==> src/rtl/mem_port_arbiter_pkg.sv <==
// Shared types and constants for the unified-memory port arbiter.
// Holds the FSM state encoding and the bus access-size codes.
package mem_port_arbiter_pkg;

    typedef enum logic [1:0] {
        IDLE   = 2'd0,
        D_BUSY = 2'd1,
        F_BUSY = 2'd2,
        F_DROP = 2'd3
    } arb_state_e;

    localparam logic SIZE_BYTE = 1'b0;
    localparam logic SIZE_WORD = 1'b1;

    // True while a transaction owns the memory bus.
    function automatic logic is_busy(arb_state_e s);
        return s != IDLE;
    endfunction

endpackage

==> src/rtl/mem_port_arbiter_ack_timeout_ctr.sv <==
// Down-counter that flags a bus master waiting too long for an acknowledge.
// TIMEOUT = 0 disables the check; expired_c fires on the TIMEOUT-th waiting cycle.
module ack_timeout_ctr #(
    parameter int unsigned TIMEOUT = 15
) (
    input  logic clock,
    input  logic rst,
    input  logic clear,
    input  logic enable,
    output logic expired_c
);

    localparam int unsigned CNT_W = (TIMEOUT > 2) ? $clog2(TIMEOUT) : 1;
    localparam logic [CNT_W-1:0] LOAD = CNT_W'((TIMEOUT == 0) ? 0 : TIMEOUT - 1);

    logic [CNT_W-1:0] cnt;

    // Reload while cleared, count down while the master waits.
    always_ff @(posedge clock or posedge rst) begin
        if (rst) begin
            cnt <= '0;
        end else if (clear) begin
            cnt <= LOAD;
        end else if (enable && (cnt != '0)) begin
            cnt <= cnt - CNT_W'(1);
        end
    end

    assign expired_c = (TIMEOUT != 0) && enable && (cnt == '0);

endmodule

==> src/rtl/mem_port_arbiter.sv <==
// Arbitrates a single-ported unified memory between IF fetches and MEM-stage
// data accesses; data wins, flushed fetches complete on the bus but are dropped.
module mem_port_arbiter
    import mem_port_arbiter_pkg::*;
#(
    parameter int unsigned ADDR_W      = 32,
    parameter int unsigned DATA_W      = 32,
    parameter int unsigned ACK_TIMEOUT = 15
) (
    input  logic              clock,
    input  logic              rst,
    input  logic              if_req,
    input  logic [ADDR_W-1:0] if_addr,
    input  logic              d_rd,
    input  logic              d_wr,
    input  logic              d_word,
    input  logic [ADDR_W-1:0] d_addr,
    input  logic [DATA_W-1:0] d_wdata,
    input  logic              flush,
    output logic [DATA_W-1:0] if_rdata,
    output logic              if_ready,
    output logic [DATA_W-1:0] d_rdata,
    output logic              d_ready,
    output logic              stall_fetch,
    output logic              stall_pipe,
    output logic              bus_err,
    output logic              m_req,
    output logic              m_we,
    output logic              m_word,
    output logic [ADDR_W-1:0] m_addr,
    output logic [DATA_W-1:0] m_wdata,
    input  logic [DATA_W-1:0] m_rdata,
    input  logic              m_ack
);

    arb_state_e        state_q;
    arb_state_e        state_d;
    logic              m_req_d;
    logic              m_we_d;
    logic              m_word_d;
    logic [ADDR_W-1:0] m_addr_d;
    logic [DATA_W-1:0] m_wdata_d;
    logic [DATA_W-1:0] if_rdata_d;
    logic              if_ready_d;
    logic [DATA_W-1:0] d_rdata_d;
    logic              d_ready_d;
    logic              bus_err_d;

    logic busy;
    logic ack_expired_c;
    logic d_req;
    logic f_req;

    // A request still high in its own ready cycle is already served.
    assign d_req = (d_rd | d_wr) & ~d_ready;
    assign f_req = if_req & ~if_ready;
    assign busy  = is_busy(state_q);

    assign stall_pipe  = ~rst & ((state_q == D_BUSY) | d_req);
    assign stall_fetch = stall_pipe | (~rst & f_req);

    ack_timeout_ctr #(
        .TIMEOUT (ACK_TIMEOUT)
    ) u_ack_timeout (
        .clock     (clock),
        .rst       (rst),
        .clear     (~busy | m_ack),
        .enable    (busy),
        .expired_c (ack_expired_c)
    );

    always_ff @(posedge clock or posedge rst) begin
        if (rst) begin
            state_q  <= IDLE;
            m_req    <= 1'b0;
            m_we     <= 1'b0;
            m_word   <= 1'b0;
            m_addr   <= '0;
            m_wdata  <= '0;
            if_rdata <= '0;
            if_ready <= 1'b0;
            d_rdata  <= '0;
            d_ready  <= 1'b0;
            bus_err  <= 1'b0;
        end else begin
            state_q  <= state_d;
            m_req    <= m_req_d;
            m_we     <= m_we_d;
            m_word   <= m_word_d;
            m_addr   <= m_addr_d;
            m_wdata  <= m_wdata_d;
            if_rdata <= if_rdata_d;
            if_ready <= if_ready_d;
            d_rdata  <= d_rdata_d;
            d_ready  <= d_ready_d;
            bus_err  <= bus_err_d;
        end
    end

    always_comb begin
        state_d    = state_q;
        m_req_d    = m_req;
        m_we_d     = m_we;
        m_word_d   = m_word;
        m_addr_d   = m_addr;
        m_wdata_d  = m_wdata;
        if_rdata_d = if_rdata;
        if_ready_d = 1'b0;
        d_rdata_d  = d_rdata;
        d_ready_d  = 1'b0;
        bus_err_d  = bus_err;

        case (state_q)
            IDLE: begin
                if (d_req) begin
                    state_d   = D_BUSY;
                    m_req_d   = 1'b1;
                    m_we_d    = d_wr;
                    m_word_d  = d_word;
                    m_addr_d  = d_addr;
                    m_wdata_d = d_wdata;
                end else if (f_req) begin
                    state_d   = F_BUSY;
                    m_req_d   = 1'b1;
                    m_we_d    = 1'b0;
                    m_word_d  = SIZE_WORD;
                    m_addr_d  = if_addr;
                    m_wdata_d = '0;
                end
            end
            D_BUSY: begin
                if (m_ack) begin
                    state_d   = IDLE;
                    m_req_d   = 1'b0;
                    d_ready_d = 1'b1;
                    if (!m_we) begin
                        d_rdata_d = m_rdata;
                    end
                end
            end
            F_BUSY: begin
                if (m_ack) begin
                    state_d = IDLE;
                    m_req_d = 1'b0;
                    if (!flush) begin
                        if_ready_d = 1'b1;
                        if_rdata_d = m_rdata;
                    end
                end else if (flush) begin
                    state_d = F_DROP;
                end
            end
            F_DROP: begin
                if (m_ack) begin
                    state_d = IDLE;
                    m_req_d = 1'b0;
                end
            end
            default: begin
                state_d = IDLE;
                m_req_d = 1'b0;
            end
        endcase

        // Abandon a transaction the memory never acknowledged.
        if (ack_expired_c && !m_ack) begin
            state_d   = IDLE;
            m_req_d   = 1'b0;
            bus_err_d = 1'b1;
        end
    end

endmodule

==> config.mk <==
export PLATFORM = sky130hd
export DESIGN_NAME = mem_port_arbiter
export DESIGN_NICKNAME = d
export VERILOG_FILES = /design/src/rtl/mem_port_arbiter_pkg.sv /design/src/rtl/mem_port_arbiter_ack_timeout_ctr.sv /design/src/rtl/mem_port_arbiter.sv
export SDC_FILE = /design/constraint.sdc
export NUM_CORES = 1
export LEC_CHECK = 0
export CAP_MARGIN = 20
export CORE_UTILIZATION = 37
export CTS_CLUSTER_DIAMETER = 60
export DETAILED_ROUTE_END_ITERATION = 8
export PLACE_DENSITY_LB_ADDON = 0.1
export SETUP_SLACK_MARGIN = 0.5
export SKIP_CTS_REPAIR_TIMING = 1
export SLEW_MARGIN = 10
export SYNTH_ARGS = -nofsm -noshare
export SYNTH_HDL_FRONTEND = slang
export SYNTH_SLANG_ARGS = --single-unit
export TNS_END_PERCENT = 30
==> constraint.sdc <==
create_clock -name clock -period 5.3 [get_ports clock]
set_input_delay 1.59 -clock clock [delete_from_list [all_inputs] [get_ports clock]]
set_output_delay 1.59 -clock clock [all_outputs]
set_load 0.01 [all_outputs]
== Yosys cells after proc, flatten, opt, wreduce, memory -nomap -nowiden ==
Cells that the tools add are included.
Cells by class
  $add $sub $neg: 1
  equality and inequality tests: 7
  muxes and demuxes: 26
  bitwise logic cells: 14
  reduce and logical (&&, ||, !) cells: 17
Operators by type and width (count)
  32-bit two-way mux: 4
  1-bit two-way mux: 12
  2-bit two-way mux: 6
  3-bit AND reduction: 3
  4-bit two-way mux: 2
  4-bit != test (second input constant): 2
  3-bit by 1-bit != test with 1-bit output (second input constant): 2
  1-bit NOT: 6
  2-bit one-hot mux with 3 select lines: 1
  2-bit nonzero test: 3
  1-bit AND: 4
  2-bit == test (second input constant): 2
  4-bit zero test: 1
  1-bit bitwise OR: 4
  2-bit AND reduction: 2
  4-bit nonzero test: 1
  4-bit by 1-bit subtractor with 4-bit output (second input constant): 1
  1-bit logical AND: 3
  3-bit OR reduction: 1
  2-bit by 1-bit == test with 1-bit output (second input constant): 1
  2-bit zero test: 1
  1-bit one-hot mux with 2 select lines: 1
  2-bit OR reduction: 1
  1-bit zero test: 1
Word-level totals
  register bits after elaboration: 140
  output and inout bits: 136
  word-level logic and storage cells: 77

== Longest topological paths before layout ==
  word-level depth: 6
  depth in mapped cells: 6
  gate-level depth less buffers: 5

== Hierarchy ==
A second synthesis with hierarchy kept.
Unflattened totals
  cell total of the unflattened synthesis: 371
  area, all modules: 5889.4 um^2
Modules (own cells, without submodules)
  mem_port_arbiter: instances 1, cells an instance 347, area an instance 5656.7 um^2, sequential area each 3403.3 um^2
  ack_timeout_ctr: instances 1, cells an instance 24, area an instance 232.7 um^2, sequential area each 100.1 um^2

== Worst setup path before layout ==
Ideal clock, no wire load.
  kind: input to output
  start point: in d_wr
  end point: out stall_fetch
  arrival time: 2.242 ns
  setup slack: 1.468 ns
  stages on the path: 5
  path buffers: 2
  cell sequence: o21ba_1 -> buf_6 -> buf_6 -> nor2_1 -> a21oi_1
Between the ends
  word-level cells in the longest chain between the ends: 5
Ends and longest elaborated chain
  start: declaration: RTL line mem_port_arbiter.sv:15  | input logic d_wr,
  1-bit bitwise OR: RTL line mem_port_arbiter.sv:55  | assign d_req = (d_rd | d_wr) & ~d_ready;
  1-bit AND: RTL line mem_port_arbiter.sv:55
  1-bit bitwise OR: RTL line mem_port_arbiter.sv:59  | assign stall_pipe = ~rst & ((state_q == D_BUSY) | d_req);
  1-bit AND: RTL line mem_port_arbiter.sv:59
  1-bit bitwise OR: RTL line mem_port_arbiter.sv:60  | assign stall_fetch = stall_pipe | (~rst & f_req);
  end: declaration: RTL line mem_port_arbiter.sv:24  | output logic stall_fetch,
Every way passes these cells.

== Worst setup path in the final report ==
  start point: in if_req
  end point: out stall_fetch
Between the ends
  word-level cells in the longest chain between the ends: 3
Ends and longest elaborated chain
  start: declaration: RTL line mem_port_arbiter.sv:12  | input logic if_req,
  1-bit AND: RTL line mem_port_arbiter.sv:56  | assign f_req = if_req & ~if_ready;
  1-bit AND: RTL line mem_port_arbiter.sv:60
  1-bit bitwise OR: RTL line mem_port_arbiter.sv:60
Every way passes these cells.

==> flow_summary_export.csv <==
group,metric,value,unit
yosys,yosysTopAreaCell,"dfrtp_1",
yosys,syn_area,5800,um2
route,vias,4084,
yosys,yosys-top-cells-area,"dfrtp_1 (60%), mux2_2 (19%), mux2_4 (7.8%), a22o_1 (4.8%), buf_6 (1.6%)",
yosys,synthFlopType,"dfrtp_1",
floorplan,die_h,127,um
yosys,synth-edff-count,0,
run,cap_viol_max_count,0,
timing,layout_setup_ws,608,ps
timing,hold_viol,0,
route,wl_per_cell,17.5,um
floorplan,dieArea,16200,um2
layout,area_growth,60.2,%
floorplan,ios,272,
power_and_ir_drop,p_per_area,604,nW/um2
route,post-route-drc-count,0,
layout,fin_nets,777,
place,port_buffers,271,
critical_path,critPathKind,"input pin to output port",
clock_network,numCtsBuffers,17,
yosys,ys_types,31,
layout,final_util,0.609,
route,antenna_left,0,
route,viasPerCell,4.73,
place,hpwl,11000,um
clock_network,cts_max_level,4,
yosys,yosysWarnings,0,
critical_path,required,3710,ps
grt,grt_overflow_total,0,
grt,antenna_found_initial,0,
yosys,synth_top_area_share,0.604,
timing,tns,0,ps
yosys,yosys-top-cells-count,"dfrtp_1 (140), mux2_2 (99), a22o_1 (32)",
timing,worstMarginPinSlew,959,ps
critical_path,crit_fanout,3,
floorplan,coreArea,15300,um2
layout,drive_gt1_frac,0.270,
timing,slew_headroom,0.361,
yosys,synth_seq_cells,140,
place,dp_slack,483,ps
yosys,synth_most_common_cell,"dfrtp_1",
critical_path,critPathLaunchType,"input pin",
critical_path,reg2reg_slack,2910,ps
critical_path,end_kind,"output port",
timing,clock_skew,6.79,ps
grt,grt_pass1_wl,23800,um
floorplan,die_w,127,um
grt,grt_util_all_layers,0.192,
yosys,avgSynthCellArea,15.9,um2
grt,grt_pass1_vias,4502,
layout,diodes,0,
floorplan,start_util,0.380,
timing,rsz0062_at_grt,"false",
clock_network,cts_tree,"yes",
clock_network,clock_sinks,140,
power_and_ir_drop,ir_worst_vdd,0.000309,V
layout,fillCellCount,1229,
route,drt_iter0_drc,129,
yosys,synth_cells,364,
timing,fin_crit,4690,ps
timing,drv_slew,0,
clock_network,path_clk_slew,50,ps
clock_network,cts-root-buf,"clkbuf_16",
timing,fin_crit_sh,0.885,
clock_network,clk_latency,410,ps
outcome,outcome,"finished clean",
clock_network,clockBufferDepth,2,
route,drt_wl_total,15100,um
grt,grt_max_degree,83,
hold_path,hold_class,"register to register",
critical_path,critPathArrivalTime,3100,ps
route,first_pass_iters,4,
yosys,syn_nets,501,
yosys,postSynth.asyncResetShare,1.00,
yosys,seq_area_frac_synth,0.604,
floorplan,fp-row-count,45,
place,place.gp.congestion,0.730,
timing,fmax,213,MHz
timing,setup_viol,0,
power_and_ir_drop,power_leakage,3.93,nW
==> logic make-up after synthesis <==
| family | share of synthesized area |
|---|---|
| AO/OA/AOI/OAI | 0.0671 |
| XOR/XNOR | 0.00151 |
| adder cells (fa/ha/maj) | 0.00216 |
| buffers and inverters | 0.0343 |
| flip-flops | 0.604 |
| multiplexers | 0.271 |
| AND/OR/NAND/NOR | 0.0198 |
==> routing by layer <==
metal | GRT usage | vias to the layer above | share of wire
met5 | 0 | - | 0
met4 | 0.0707 | 0 | 0.017
met3 | 0.0833 | 18 | 0.098
met2 | 0.310 | 178 | 0.47
met1 | 0.229 | 2016 | 0.42
li1 | - | 1872 | -
==> worst max-delay path: stages <==
cell	delay, ps
clkdlybuf4s50_1	450
nor2b_2	290
nor2_1	80
a21oi_1	140
clkdlybuf4s50_1	550
==> layout by cell type (no fill, tap or decap), drive strengths merged <==
cell type,count
o21ai,1
nor2b,2
a32o,2
nand2b,2
clkinvlp,6
mux2,129
a2bb2oi,1
a21o,1
nand2,4
a21oi,3
buf,8
clkinv,2
clkdlybuf4s50,271
o22ai,1
nor3,3
bufinv,3
nor2,5
o211ai,1
xnor2,1
o21bai,1
a22o,32
clkbuf,19
mux2i,1
o31ai,1
ha,1
a21bo,1
dfrtp,140
and4bb,1
nor3b,1
and3b,1
o21ba,1
inv,7
==> path summary, 6_finish.rpt <==
kind	start	end	cells after the start
worst max-delay path	if_req	stall_fetch	5
worst min-delay path	bus_err	bus_err	1
worst min register to register	bus_err	bus_err	1
worst max register to register	d_ready	m_addr[1]	5
min in group asynchronous	rst	m_wdata[30]	2
max in group asynchronous	rst	m_addr[6]	3
==> metrics by stage <==
stage / cell area (um2) / std cells / hold slack, ps / power (mW)
final: 9300 / 864 / 463 / 5.62
after global placement: 8690 / 832 / 455 / 4.39
after CTS: 9300 / 864 / 469 / 5.69
after detailed placement: 8690 / 832 / 456 / 4.44
after floorplan: 5810 / 364 / 493 / 3.12
after global routing: 9300 / 864 / 498 / 5.93
==> flip-flops by register name (all words and copies together), names as in the netlist, 2 cells and up <==
name / cells
d_rdata: 32
if_rdata: 32
m_addr: 32
m_wdata: 32
u_ack_timeout.cnt: 4
state_q: 2
==> report_power, final <==
group	internal (mW)	switching, mW	leakage, nW
clock	0.755	0.452	0.282
sequential	1.59	0.285	1.70
combinational	1.58	0.955	1.95
==> final cells by class <==
| class | instances | area (um2) | share of cell area |
|---|---|---|---|
| clock buffers | 19 | 443 | 0.0476 |
| clock inverters | 13 | 164 | 0.0176 |
| inverters | 5 | 22.5 | 0.00242 |
| multi-input cells | 197 | 2120 | 0.228 |
| flip-flops and latches | 140 | 3500 | 0.377 |
| well taps | 211 | 264 | 0.0284 |
| repair buffers | 279 | 2790 | 0.300 |
No activity file was read; power rests on OpenSTA's default activity.
